## config.mk

```make
export PLATFORM = sky130hd
export DESIGN_NAME = load_store_unit
export DESIGN_NICKNAME = d
export VERILOG_FILES = /design/src/rtl/load_store_unit.sv
export SDC_FILE = /design/constraint.sdc
export NUM_CORES = 1
export LEC_CHECK = 0
export CAP_MARGIN = 20
export CORE_MARGIN = 5
export CORE_UTILIZATION = 40
export CTS_CLUSTER_SIZE = 40
export DETAILED_ROUTE_END_ITERATION = 10
export PLACE_DENSITY = 0.8
export SLEW_MARGIN = 20
export SYNTH_ARGS = -nofsm -noshare
export SYNTH_HDL_FRONTEND = slang
export SYNTH_SLANG_ARGS = --single-unit
export TNS_END_PERCENT = 50
```

## constraint.sdc

```tcl
create_clock -name clk -period 2.19 [get_ports clk]
set_clock_uncertainty 0.1 [all_clocks]
set_input_delay 0.438 -clock clk [delete_from_list [all_inputs] [get_ports clk]]
set_output_delay 0.438 -clock clk [all_outputs]
set_load 0.02 [all_outputs]
```

## src/rtl/load_store_unit.sv

```systemverilog
// rtl/load_store_unit.sv - load/store unit bridging the datapath to a req/ack data bus
// Stalls the core per access; steers byte lanes, extends loads, flags misalignment and bus timeouts.
module load_store_unit #(
  parameter int TIMEOUT_CYCLES = 255
) (
  input  logic        clk,
  input  logic        reset,
  input  logic        memRead,
  input  logic        memWrite,
  input  logic [2:0]  funct3,
  input  logic [31:0] aluResult,
  input  logic [31:0] writeData,
  output logic [31:0] readData,
  output logic        stall,
  output logic        accessFault,
  output logic        busReq,
  output logic        busWe,
  output logic [31:0] busAddr,
  output logic [31:0] busWdata,
  output logic [3:0]  busBe,
  input  logic        busAck,
  input  logic [31:0] busRdata
);

  typedef enum logic [1:0] {
    IDLE   = 2'd0,
    ACCESS = 2'd1,
    DONE   = 2'd2
  } state_t;

  localparam logic [15:0] TIMEOUT_LAST = 16'(TIMEOUT_CYCLES - 1);

  state_t      state;
  state_t      stateNext;
  logic [2:0]  funct3Q;
  logic [1:0]  offQ;
  logic [15:0] waitCount;
  logic        timeoutQ;

  logic        bad;
  logic        start;
  logic        timeoutHit;
  logic [3:0]  beNext;
  logic [31:0] wdataNext;
  logic [1:0]  off;

  assign off = aluResult[1:0];

  always_comb begin
    bad = 1'b0;
    case (funct3)
      3'b000, 3'b100: bad = 1'b0;
      3'b001, 3'b101: bad = aluResult[0];
      3'b010:         bad = (aluResult[1:0] != 2'b00);
      default:        bad = 1'b1;
    endcase
  end

  assign start      = (memRead | memWrite) & ~bad;
  assign timeoutHit = (state == ACCESS) && !busAck && (waitCount == TIMEOUT_LAST);

  // Lane steering is computed from the live request and captured only on start.
  always_comb begin
    beNext    = 4'b0000;
    wdataNext = writeData;
    case (funct3[1:0])
      2'b00: begin
        beNext    = 4'b0001 << off;
        wdataNext = {4{writeData[7:0]}};
      end
      2'b01: begin
        beNext    = 4'b0011 << off;
        wdataNext = {2{writeData[15:0]}};
      end
      2'b10: begin
        beNext    = 4'b1111;
        wdataNext = writeData;
      end
      default: begin
        beNext    = 4'b0000;
        wdataNext = writeData;
      end
    endcase
  end

  function automatic logic [31:0] extract(input logic [2:0] f3, input logic [1:0] o,
                                          input logic [31:0] word);
    logic [7:0]  b;
    logic [15:0] h;
    case (o)
      2'd0:    b = word[7:0];
      2'd1:    b = word[15:8];
      2'd2:    b = word[23:16];
      default: b = word[31:24];
    endcase
    h = o[1] ? word[31:16] : word[15:0];
    case (f3)
      3'b000:  extract = {{24{b[7]}}, b};
      3'b100:  extract = {24'h0, b};
      3'b001:  extract = {{16{h[15]}}, h};
      3'b101:  extract = {16'h0, h};
      default: extract = word;
    endcase
  endfunction

  always_ff @(posedge clk) begin
    if (reset) begin
      state <= IDLE;
    end else begin
      state <= stateNext;
    end
  end

  // DONE ignores memRead/memWrite: they still belong to the instruction being committed.
  always_comb begin
    stateNext   = state;
    stall       = 1'b0;
    accessFault = 1'b0;
    case (state)
      IDLE: begin
        stall       = start;
        accessFault = (memRead | memWrite) & bad;
        if (start) begin
          stateNext = ACCESS;
        end
      end
      ACCESS: begin
        stall = 1'b1;
        if (busAck || timeoutHit) begin
          stateNext = DONE;
        end
      end
      DONE: begin
        accessFault = timeoutQ;
        stateNext   = IDLE;
      end
      default: begin
        stateNext = IDLE;
      end
    endcase
  end

  always_ff @(posedge clk) begin
    if (reset) begin
      readData  <= 32'h0;
      busReq    <= 1'b0;
      busWe     <= 1'b0;
      busAddr   <= 32'h0;
      busWdata  <= 32'h0;
      busBe     <= 4'b0000;
      funct3Q   <= 3'b000;
      offQ      <= 2'b00;
      waitCount <= 16'h0;
      timeoutQ  <= 1'b0;
    end else begin
      case (state)
        IDLE: begin
          if (start) begin
            busReq    <= 1'b1;
            busWe     <= memWrite;
            busAddr   <= {aluResult[31:2], 2'b00};
            busWdata  <= wdataNext;
            busBe     <= beNext;
            funct3Q   <= funct3;
            offQ      <= off;
            waitCount <= 16'h0;
            timeoutQ  <= 1'b0;
          end
        end
        ACCESS: begin
          if (busAck) begin
            busReq <= 1'b0;
            if (!busWe) begin
              readData <= extract(funct3Q, offQ, busRdata);
            end
          end else if (timeoutHit) begin
            busReq   <= 1'b0;
            timeoutQ <= 1'b1;
            if (!busWe) begin
              readData <= 32'h0;
            end
          end else begin
            waitCount <= waitCount + 16'h1;
          end
        end
        default: begin
        end
      endcase
    end
  end

endmodule

```

Word-level counts from Yosys, hierarchy flattened
Index checks and enable logic that the tools add are counted.
{ "totals": {"register_bits": 124, "latchBits": 0, "ramBits": 0, "romBits": 0, "in_bits": 104, "out_inout_bits": 104, "n_memories": 0} }
{ "op_classes": {"add_sub_neg": 1, "multipliers": 0, "div_mod_pow": 0, "magnitude_cmp": 0, "n_eq_ne": 22, "shifts": 2, "n_mux": 27, "bitwise_logic": 4, "reduce_logical": 20} }
{ "ops": {"columns": ["op", "n"], "rows": [
  ["32-bit 2-to-1 mux", 4],
  ["32-bit case mux with 4 select lines", 1],
  ["16-bit 2-to-1 mux", 4],
  ["32-bit case mux with 2 select lines", 1],
  ["16-bit case mux with 2 select lines", 1],
  ["8-bit case mux with 3 select lines", 1],
  ["16-bit by 1-bit adder with 16-bit output (second input constant)", 1],
  ["16-bit by 8-bit equality test with 1-bit output (second input constant)", 1],
  ["3-bit equality test (second input constant)", 4],
  ["2-bit inequality test (second input constant)", 6],
  ["4-bit case mux with 3 select lines", 1],
  ["4-bit AND reduction", 3],
  ["1-bit case mux with 2 select lines", 4],
  ["2-bit by 1-bit equality test with 1-bit output (second input constant)", 3],
  ["2-bit equality test (second input constant)", 3],
  ["3-bit by 1-bit equality test with 1-bit output (second input constant)", 2],
  ["2-bit logical NOT", 3],
  ["3-bit logical NOT", 2],
  ["1-bit 2-to-1 mux", 6],
  ["2-bit nonzero test", 3],
  ["2-bit 2-to-1 mux", 2],
  ["2-bit case mux with 2 select lines", 1],
  ["2-bit AND reduction", 2],
  ["2-bit OR reduction", 2],
  ["other kinds (13)", 15]
]} }

Depth between registers and ports, before layout
Gate-level depths: netlist of run 1.
{ "logic_depth": {"word_depth": 7, "ltp_mapped": 9, "ltp_nobuf": 6} }

Worst setup path before layout of run 1
No wires, ideal clock.
{ "synth_timing": {"path_kind": "in2out", "from": "input funct3[1]", "to": "output stall", "t_arrival_ns": 1.591, "required_ns": 1.652, "setup_slack_ns": 0.061, "path_stages": 7, "path_buffers": 3, "path_cell_list": "buf_2 o21ai_4 a21oi_1 or3_1 buf_2 buf_6 inv_1"} }
{ "synth_via": {"elab_chain_len": 6} }
{ "synth_lines": {"columns": ["element", "line", "rtl"], "rows": [
  ["from (decl)", "10", "input logic [2:0] funct3,"],
  ["3-bit by 1-bit equality test with 1-bit output (tied with other cells)", "51", "case (funct3)"],
  ["2-bit OR reduction", "51", null],
  ["1-bit case mux with 3 select lines (*)", "51", null],
  ["1-bit NOT (*)", "59", "assign start = (memRead | memWrite) & ~bad;"],
  ["1-bit bitwise AND (*)", "59", null],
  ["1-bit case mux with 2 select lines (*)", "119", "case (state)"],
  ["to (decl)", "14", "output logic stall,"]
]} }
Mark *: on every way between the ends. The rest lies on a longest branch, timed or not.

Worst setup path after layout of run 1
{ "layout_timing": {"from": "input funct3[2]", "to": "output accessFault"} }
{ "layout_via": {"elab_chain_len": 5} }
{ "layout_lines": {"columns": ["element", "line", "rtl"], "rows": [
  ["3-bit by 1-bit equality test with 1-bit output (tied with other cells)", "51", null],
  ["2-bit OR reduction", "51", null],
  ["1-bit case mux with 3 select lines (*)", "51", null],
  ["1-bit bitwise AND (*)", "122", "accessFault = (memRead | memWrite) & bad;"],
  ["1-bit case mux with 2 select lines (*)", "119", null],
  ["to (decl)", "15", "output logic accessFault,"]
]} }
Marked as above.

==> results_dict.tcl, run 1 <==
set metrics [dict create \
    outcome "completed" \
    async_flop_share_pct 0 \
    final_nets 1019 \
    synth_ff_type "dfxtp_1" \
    wl_per_cell_um 16.8 \
    first_pass_iters 5 \
    wl_mm 18.6 \
    leakagePower_nw 3.23 \
    via_per_inst 5.29 \
    required_ps 1650 \
    worstSetupStartpointType "input pin" \
    fp.dieH_um 129 \
    dr_wl_met3_mm 1.59 \
    timing.setup.tns_ps 0 \
    dr_total_vias 5846 \
    drive_gt1_share_pct 13.3 \
    grt_max_degree 49 \
    placement.io_buffers 205 \
    grt_pass1_wl_mm 29.6 \
    finalPower_mw 6.53 \
    clkTransAtPathRegs_ps 50 \
    synth.distinct_cells 54 \
    route.detailed.drc 0 \
    synthAdderAreaFrac_pct 0.444 \
    timing.reg2reg.setup_slack_ps 180 \
    arrival_ps 1580 \
    grt_pass1_vias 5755 \
    place_area_um2 8140 \
    design.die.area_um2 16600 \
    place.detailed.hpwl_mm 13.2 \
    area_growth_pct 56.1 \
    cpMaxStageDelayCell "clkdlybuf4s15_1" \
    crit_path_cell_trace "clkdlybuf4s15_1, o31ai_2, buf_4, nand2_1, and3_4, a21oi_4, nor2_2, buf_4" \
    rsz0062_at_grt "true" \
    rr_worst_depth 6 \
    cts_buffer_depth 2 \
    synth_cells 685 \
    synth-warning-count 0 \
    syn_avg_cell_area_um2 8.22 \
    synth_seq_cells 124 \
    routed.top_layer "met4" \
    gp_congestion 0.912 \
    overflow 0 \
    maxCapViolCount 0 \
    finalSetupViolations 0 \
    fillers 1130 \
    diodes 0 \
    ir_drop_v 0.000601 \
    num_io_pins 208 \
    synth_area_um2 5630 \
    cts_buffers 17 \
    antenna_found_initial 0 \
    clk_latency_ps 420 \
    cts.sinks 124 \
    core.rowCount 43 \
    die_x_um 129 \
    post-place-cells 1071 \
    slew_viol_final 0 \
    grt_usage_pct 22.3 \
    hp-class "in -> reg" \
    synth-compound-area-share_pct 21.9 \
    initial_core_util_pct 40.7 \
    cts_tree "done" \
    ant_nets 0 \
    final_cells 1105 \
    period_needed_ps 2120 \
    synth_xor_area_share_pct 0 \
    met1Wirelength_mm 7.57 \
    htree_levels 4 \
    cts-root-buf "clkbuf_16" \
    fin_area_um2 8790 \
    timing_worst_setup_path_type "in -> out" \
    crit_fanout 3 \
    p_per_area_nw_per_um2 743 \
    synth_top_family_by_area "compound AO/OA/AOI/OAI gates" \
    fmax_mhz 472 \
    synth-edff-count 0 \
    crit_path_end_kind "output port" \
    hold_violations 0 \
    synthMuxAreaShare_pct 6.89 \
    wl_met2_mm 9.05 \
    synth-simple-area-share_pct 21.6 \
    first_iter_violations 461 \
    slowest_delay_ps 220 \
    worst_path_most_repeated_cell "buf_4" \
    tightest_slew_ps 1030 \
    relSlewSlack_pct 31.4 \
    coreArea_um2 13800 \
    ys_seq_area_share_pct 44.1 \
    period_share_pct 96.8 \
    hold_depth 2 \
]
[layer usage]
metal  vias up  track usage, %
met1      2723            26.7
met2       212            35.9
met3        33            9.67
li1       2878               -
met4         0            7.41
met5         -               0
[final cells by class]
cell class                      instances  area (um2)  area share [%]
Clock inverter                          6        82.6           0.939
Clock buffer                           25         515            5.86
Timing Repair Buffer                  263        2530            28.8
Multi-Input combinational cell        498        2920            33.2
Tap cell                              180         225            2.56
Inverter                                9        33.8           0.384
Sequential cell                       124        2480            28.3
[logic make-up after synthesis]
group,after synthesis
fa+ha+maj,2
compound gates,192
other cells,1
buf+inv,64
mux,35
simple gates,267
flops,124
[worst max-delay path: cells and delay by family]
kind,cells,cell delay [ps]
AOI/OAI and AO/OA,2,340
buffers and inverters,3,510
and+or+nand+nor,3,290
[final timing paths]
check / endpoint / start
worst max-delay path: accessFault / funct3[2]
worst min-delay path: busReq / reset
worst max register to register: waitCount[0] / waitCount[8]
worst min register to register: busAddr[18] / busAddr[18]
[stage by stage]
| step | hold slack [ps] | util (%) | worst slack [ps] |
|---|---|---|---|
| floorplan | 338 | - | 60.6 |
| global placement | 340 | 58.8 | -732 |
| finish | 297 | 63.6 | 69.9 |
| detailed placement | 346 | 58.8 | -760 |
| global route | 306 | 63.6 | -12.8 |
| CTS | 287 | 63.4 | 35.7 |
[state kept, by name, summed over array words and instances, names as in the netlist]
name       flops
busAddr       30
busBe          4
busReq         1
busWdata      32
busWe          1
funct3Q        3
offQ           2
readData      32
state          2
timeoutQ       1
waitCount     16
[synthesized netlist by cell type (2+ instances only)]
| master | n | area share [%] |
|---|---|---|
| nand2_1 | 150 | 10 |
| dfxtp_1 | 124 | 44 |
| a21oi_1 | 88 | 7.8 |
| nor2_1 | 42 | 2.8 |
| clkbuf_1 | 35 | 2.3 |
| o21ai_0 | 29 | 2.6 |
| mux2i_1 | 23 | 4.1 |
| o2bb2ai_1 | 17 | 2.6 |
| buf_2 | 15 | 1.3 |
| nand2b_1 | 11 | 1.2 |
| mux2_2 | 10 | 2.0 |
| inv_1 | 9 | 0.60 |
| nand3_1 | 9 | 0.80 |
| o211ai_1 | 9 | 1.2 |
| a211oi_1 | 8 | 1.1 |
| a311oi_1 | 8 | 1.2 |
| o31ai_1 | 8 | 1.1 |
| or3_1 | 8 | 0.89 |
| a32o_1 | 7 | 1.2 |
| nor4_1 | 7 | 0.78 |
| nor2b_1 | 6 | 0.67 |
| nor3b_1 | 6 | 0.80 |
| o21bai_1 | 6 | 0.80 |
| nand4_1 | 5 | 0.56 |
| nor3_1 | 4 | 0.36 |
| or4_1 | 4 | 0.53 |
| and4_1 | 3 | 0.47 |
| and3_1 | 2 | 0.22 |
| buf_4 | 2 | 0.27 |
| buf_6 | 2 | 0.40 |
| ha_1 | 2 | 0.44 |
| mux4_2 | 2 | 0.80 |
| nand3b_1 | 2 | 0.27 |
| nand4b_1 | 2 | 0.31 |
[where the power goes]
part / total [mW] / leakage, nW / switching, mW / internal (mW)
Sequential: 2.45 / 1.01 / 0.0684 / 2.38
Combinational: 1.25 / 1.92 / 0.635 / 0.613
Clock: 2.84 / 0.295 / 0.991 / 1.84
Total: 6.53 / 3.23 / 1.69 / 4.83
[placed cells by master, fill, tap and decap left out, types with 7 or more instances in the layout]
| cell | instances |
|---|---|
| nand2_1 | 150 |
| a32o_1 | 7 |
| clkbuf_16 | 17 |
| o211ai_1 | 9 |
| clkdlybuf4s50_1 | 195 |
| a211oi_1 | 8 |
| dfxtp_1 | 122 |
| a311oi_1 | 8 |
| a21oi_1 | 87 |
| nand2b_1 | 11 |
| or3_1 | 7 |
| o2bb2ai_1 | 17 |
| nor2_1 | 41 |
| mux2_2 | 10 |
| o21ai_0 | 29 |
| o31ai_1 | 7 |
| mux2i_1 | 23 |
| nand3_1 | 9 |
| inv_1 | 8 |
| buf_4 | 55 |
[timing repair]
action	CTS	global route
buffers inserted	3	0
pin swaps	4	1
setup endpoints to repair	9	4
hold buffers	0	0
cloned	0	0
resized for setup	26	8
(Power assumes the default switching activity.)
==> run 2, diff against run 1 <==
- SLEW_MARGIN: 20 -> 5
==> results of run 2 <==
No change in the layout: final DEF, timing and power equal those of run 1.
==> edit 1: new RTL, flow settings as in run 1 <==
Reset style: asynchronous (`reset`), changed in 2 clocked blocks.
--- a/src/rtl/load_store_unit.sv
+++ b/src/rtl/load_store_unit.sv
@@ -104,5 +104,5 @@
   endfunction
 
-  always_ff @(posedge clk) begin
+  always_ff @(posedge clk or posedge reset) begin
     if (reset) begin
       state <= IDLE;
@@ -141,5 +141,5 @@
   end
 
-  always_ff @(posedge clk) begin
+  always_ff @(posedge clk or posedge reset) begin
     if (reset) begin
       readData  <= 32'h0;
Check against the original RTL: differs if reset is asserted again (counterexample within 4 cycles, from zero or initial values and one cycle with reset high); with reset held inactive, the same outputs for 4 cycles.
==> edit 1 against run 1 <==
- worst setup slack got worse by 0.035 ns
- synthesized area rose by 7.9%
- wire length rose by 1.3%
- sequential cell count did not move
- first-iteration DRC count fell by 0.43%
- synthesized cell count fell by 6.9%
- cell area rose by 4.4%
- critical path type unchanged
Power is not compared: it rests on default switching activity, and its combinational part moved more than twofold at a synthesized area within 25%.
==> edit 1: results <==
global_routing:
  grt_pass1_vias: 5769
  grt-ovfl-total: 0
  grt_first_pass_wirelength_um: 29800
  grt_usage_pct: 20.8
  antenna_found_initial: 1
  grt_max_degree: 62
worst_setup_path:
  critPathMostFrequentCell: "nor4_4"
  slowest_delay_ns: 0.36
  crit_start: "aluResult[0]"
  reg2reg_depth: 5
  cp_slowest_cell: "nor4_4"
  r2r-start: "state[1]"
  critPathMaxFanout: 3
  endpoint: "accessFault"
  regToRegSetupSlack_ns: 0.10
  r2r-end: "readData[27]"
  arrival_ns: 1.62
  cp_top_family: "buffers and inverters"
logic_synthesis:
  synth_common_cells: "177 x nand2_1, 124 x dfrtp_1, 42 x mux2i_1, 37 x o21ai_1, 26 x nor2_1"
  yosys_warnings: 0
  synth-main-ff-cell: "dfrtp_1"
  ys_seq_area_share_pct: 51.1
  async_reset_ff_share_pct: 100
  yosys.cell_types.count: 59
  ys_top_cells_by_area: "dfrtp_1 51%, nand2_1 11%, mux2i_1 6.9%"
power_and_ir_drop:
  leakage_nw: 4.12
  worst_ir_drop_vdd_v: 0.000629
timing:
  worst_slew_pin_slew_ns: 1.06
  max_freq_mhz: 464
placement:
  hpwl_um: 13600
  globalplace.congestion: 0.880
  place_area_mm2: 0.00852
  numPortBuffers: 205
finish:
  drive_gt1_share_pct: 10.6
  final_nets: 962
  reg.largest.list: "busWdata: 32 flops, readData: 32 flops, busAddr: 30 flops"
worst_hold_path:
  min_from: "busBe[0]"
  hp-class: "flip-flop to flip-flop"
cts:
  cts_buffers: 17
  clockBufferDepth: 2
  clk_pin_slew_ns: 0.05
  ctsRootBufferMaster: "clkbuf_16"
  cts.sinks: 124
  clock_latency_ns: 0.41
  cts_max_level: 4
routing:
  num_vias: 5693
  dr.pass1.iters: 6
  drtIter0Drc: 459
  wl_um: 18800
outcome:
  status: "finished clean"
edit 1: worst min-delay path by stage:
stage	slack, ns	cells past startpoint	to
3_5_place_dp	0.36	2	busBe[0]
6_report	0.36	2	busBe[0]
3_3_place_gp	0.35	2	busBe[0]
2_1_floorplan	0.37	1	waitCount[7]
4_1_cts	0.37	2	busBe[0]
5_1_grt	0.39	2	busBe[0]
edit 1: timing repair:
action                                  4_1_cts  5_1_grt
gates cloned                                  0        1
resized for setup                            19        5
pin swaps                                     3        1
endpoints found under the setup margin        3       33
buffers inserted                              1        0
edit 1: kinds of logic (layout without fill, tap and decap cells):
group | after synthesis | in the layout | share of synthesized area, %
compound gates | 138 | 139 | 16.0
mux | 43 | 43 | 7.29
buf+inv | 57 | 285 | 4.53
other cells | 1 | 3 | 0.0617
xor+xnor | 2 | 2 | 0.288
flops | 124 | 124 | 51.1
fa+ha+maj | 2 | 2 | 0.412
simple gates | 271 | 271 | 20.3
edit 1: layout make-up:
class	count	area, um2
well taps	188	235
multi-input cells	459	2770
inverters	8	33.8
diodes	1	2.50
fillers	1250	5850
clock buffers	18	439
flip-flops and latches	124	3100
clock inverters	13	166
repair buffers	246	2430
edit 1: stage by stage:
stage | worst slack [ns] | power, W | cells
after floorplan | -0.0599 | 0.00589 | 639
after global placement | -0.741 | 0.00810 | 1023
after detailed placement | -0.774 | 0.00820 | 1023
after CTS | 0.00509 | 0.0111 | 1055
after global routing | -0.0548 | 0.0116 | 1057
final | 0.0347 | 0.0110 | 1057
edit 1: worst min-delay path, delay by kind of cell, from the launching register on:
kind | cells | cell delay, ns
flip-flops | 1 | 0.34
AND/OR/NAND/NOR | 2 | 0.10
edit 1: report_power, final:
part           switching, W  leakage (nW)  internal [W]  total [W]
Combinational       0.00236          2.27       0.00222    0.00458
Clock               0.00105         0.289       0.00182    0.00287
Sequential         0.000518          1.56       0.00307    0.00359
edit 1: per-layer routing:
| metal | global-route usage [%] | part of all wire [%] | vias up |
|---|---|---|---|
| met5 | 0 | 0 | - |
| met4 | 7.54 | 2.3 | 0 |
| met1 | 24.8 | 40 | 2710 |
| li1 | - | - | 2701 |
| met3 | 8.27 | 10 | 30 |
| met2 | 34.3 | 48 | 252 |
==> edit 2: new RTL, flow settings as in run 1 <==
Without the edit above. Set the parameter `TIMEOUT_CYCLES` to 191 (it was 255).
--- a/src/rtl/load_store_unit.sv
+++ b/src/rtl/load_store_unit.sv
@@ -2,5 +2,5 @@
 // Stalls the core per access; steers byte lanes, extends loads, flags misalignment and bus timeouts.
 module load_store_unit #(
-  parameter int TIMEOUT_CYCLES = 255
+  parameter int TIMEOUT_CYCLES = 191
 ) (
   input  logic        clk,
Check against the original RTL: same outputs for any inputs over 4 cycles, from zero or initial values and one cycle with reset high; that may be too few to reach the edited logic, so the function may still have changed.
==> edit 2 against run 1 <==
- the run now ends with setup timing left
- power is 2.8% lower
- worst hold slack worse by 0.032 ns
- non-clock buffer count decreased by 2
- utilization about the same
- sequential cell count is the same
- cell area increased by 0.37%
- worst setup slack got worse by 0.15 ns
- synthesized area grew 0.31%
- wire length is 2.5% lower
- die area up 0.29%
- critical path depth is 3 lower
- critical path type is now flip-flop to flip-flop
- critical endpoint is now readData[10]
==> edit 2: results <==
timing:
  max_slew_margin_pct: 37.0
  setup_slack_ns: -0.0771
  slew_violations: 0
  setup_viol: 32
  timing.setup.tns_ns: -2.06
routing:
  dr.pass1.iters: 5
  vias_per_cell: 5.27
  drtIter0Drc: 293
  wl_per_cell_um: 16.2
power_and_ir_drop:
  worst_ir_drop_vdd_v: 0.000590
  p_sw_share_pct: 27.9
  leakage_nw: 3.16
outcome:
  status: "finished, violations left"
  failed_checks: "setup timing"
global_routing:
  grt_max_degree: 66
  grt_first_pass_wirelength_um: 27900
  grt_pass1_vias: 5400
  grt_usage_pct: 21.3
placement:
  hpwl_um: 13200
  globalplace.congestion: 0.838
  post-place-ws_ns: -0.894
logic_synthesis:
  ys_top_cells_by_area: "dfxtp_1 44%, nand2_1 9.0%, a21oi_1 8.8%"
  yosys_warnings: 0
  ys_seq_area_share_pct: 43.9
  yosys.cell_types.count: 45
  synth_common_cells: "136 x nand2_1, 124 x dfxtp_1, 99 x a21oi_1, 45 x inv_1, 44 x clkbuf_1"
finish:
  final_nets: 1033
  drive_gt1_share_pct: 11.9
  final-nonclk-buf-share_pct: 29.1
  final-clk-cell-share_pct: 6.35
  seq_share_pct: 28.1
  nMultiInputCombCells: 478
  inv_count: 45
  multi_input_area_mm2: 0.00282
  fillers: 1203
  n_all_buffers: 261
  n_clock_buffer: 18
  diodes: 0
worst_setup_path:
  arrival_ns: 2.43
  r2r-end: "readData[10]"
  critPathMaxFanout: 32
  reg2reg_depth: 5
  endpoint: "readData[10]"
  crit_start: "waitCount[15]"
cts:
  cts_max_level: 4
  post_cts_buffers: 1
  ctsRootBufferMaster: "clkbuf_16"
-- edit 2: cells by family after synthesis --
family / share of synthesized area [%]
buffers and inverters: 7.53
other: 0.0664
adder cells (fa/ha/maj): 0.443
AO/OA/AOI/OAI: 23.2
AND/OR/NAND/NOR: 20.2
flip-flops: 43.9
multiplexers: 4.61
-- edit 2: power by group through the flow --
| stage | combinational [W] | sequential, W | clock (W) |
|---|---|---|---|
| 3_5_place_dp | 0.00123 | 0.00250 | 0 |
| 3_3_place_gp | 0.00122 | 0.00249 | 0 |
| 2_1_floorplan | 0.000445 | 0.00263 | 0 |
| 4_1_cts | 0.00124 | 0.00245 | 0.00270 |
| 6_report | 0.00124 | 0.00245 | 0.00266 |
| 5_1_grt | 0.00133 | 0.00246 | 0.00282 |
-- edit 2: how the worst min path moves through the flow --
stage,startpoint,to,slack (ns),cells after the start
3_5_place_dp,busAddr[19],busAddr[19],0.35,2
2_1_floorplan,timeoutQ,timeoutQ,0.34,2
4_1_cts,reset,busWdata[0],0.25,2
6_report,reset,busWdata[0],0.26,2
5_1_grt,reset,waitCount[1],0.27,2
3_3_place_gp,busAddr[12],busAddr[12],0.34,2
-- edit 2: metal layers --
metal,routed length [um],track usage (%)
met1,7360,25.0
met2,8480,34.5
met3,1960,9.34
met4,342,7.78
met5,0,0
-- edit 2: metrics by stage --
stage / cell area [um2] / total power (W) / std cells
after CTS: 8810 / 0.00638 / 1120
after global placement: 8210 / 0.00371 / 1087
after global routing: 8820 / 0.00661 / 1120
after floorplan: 5660 / 0.00307 / 705
after detailed placement: 8210 / 0.00372 / 1087
final: 8820 / 0.00634 / 1120
-- edit 2: critical path, cell delays in order, from the launching register on --
cell      delay [ns]
dfxtp_2         0.32
or4_4           0.57
or4_4           0.56
a211oi_4        0.25
buf_12          0.22
o32ai_1         0.09
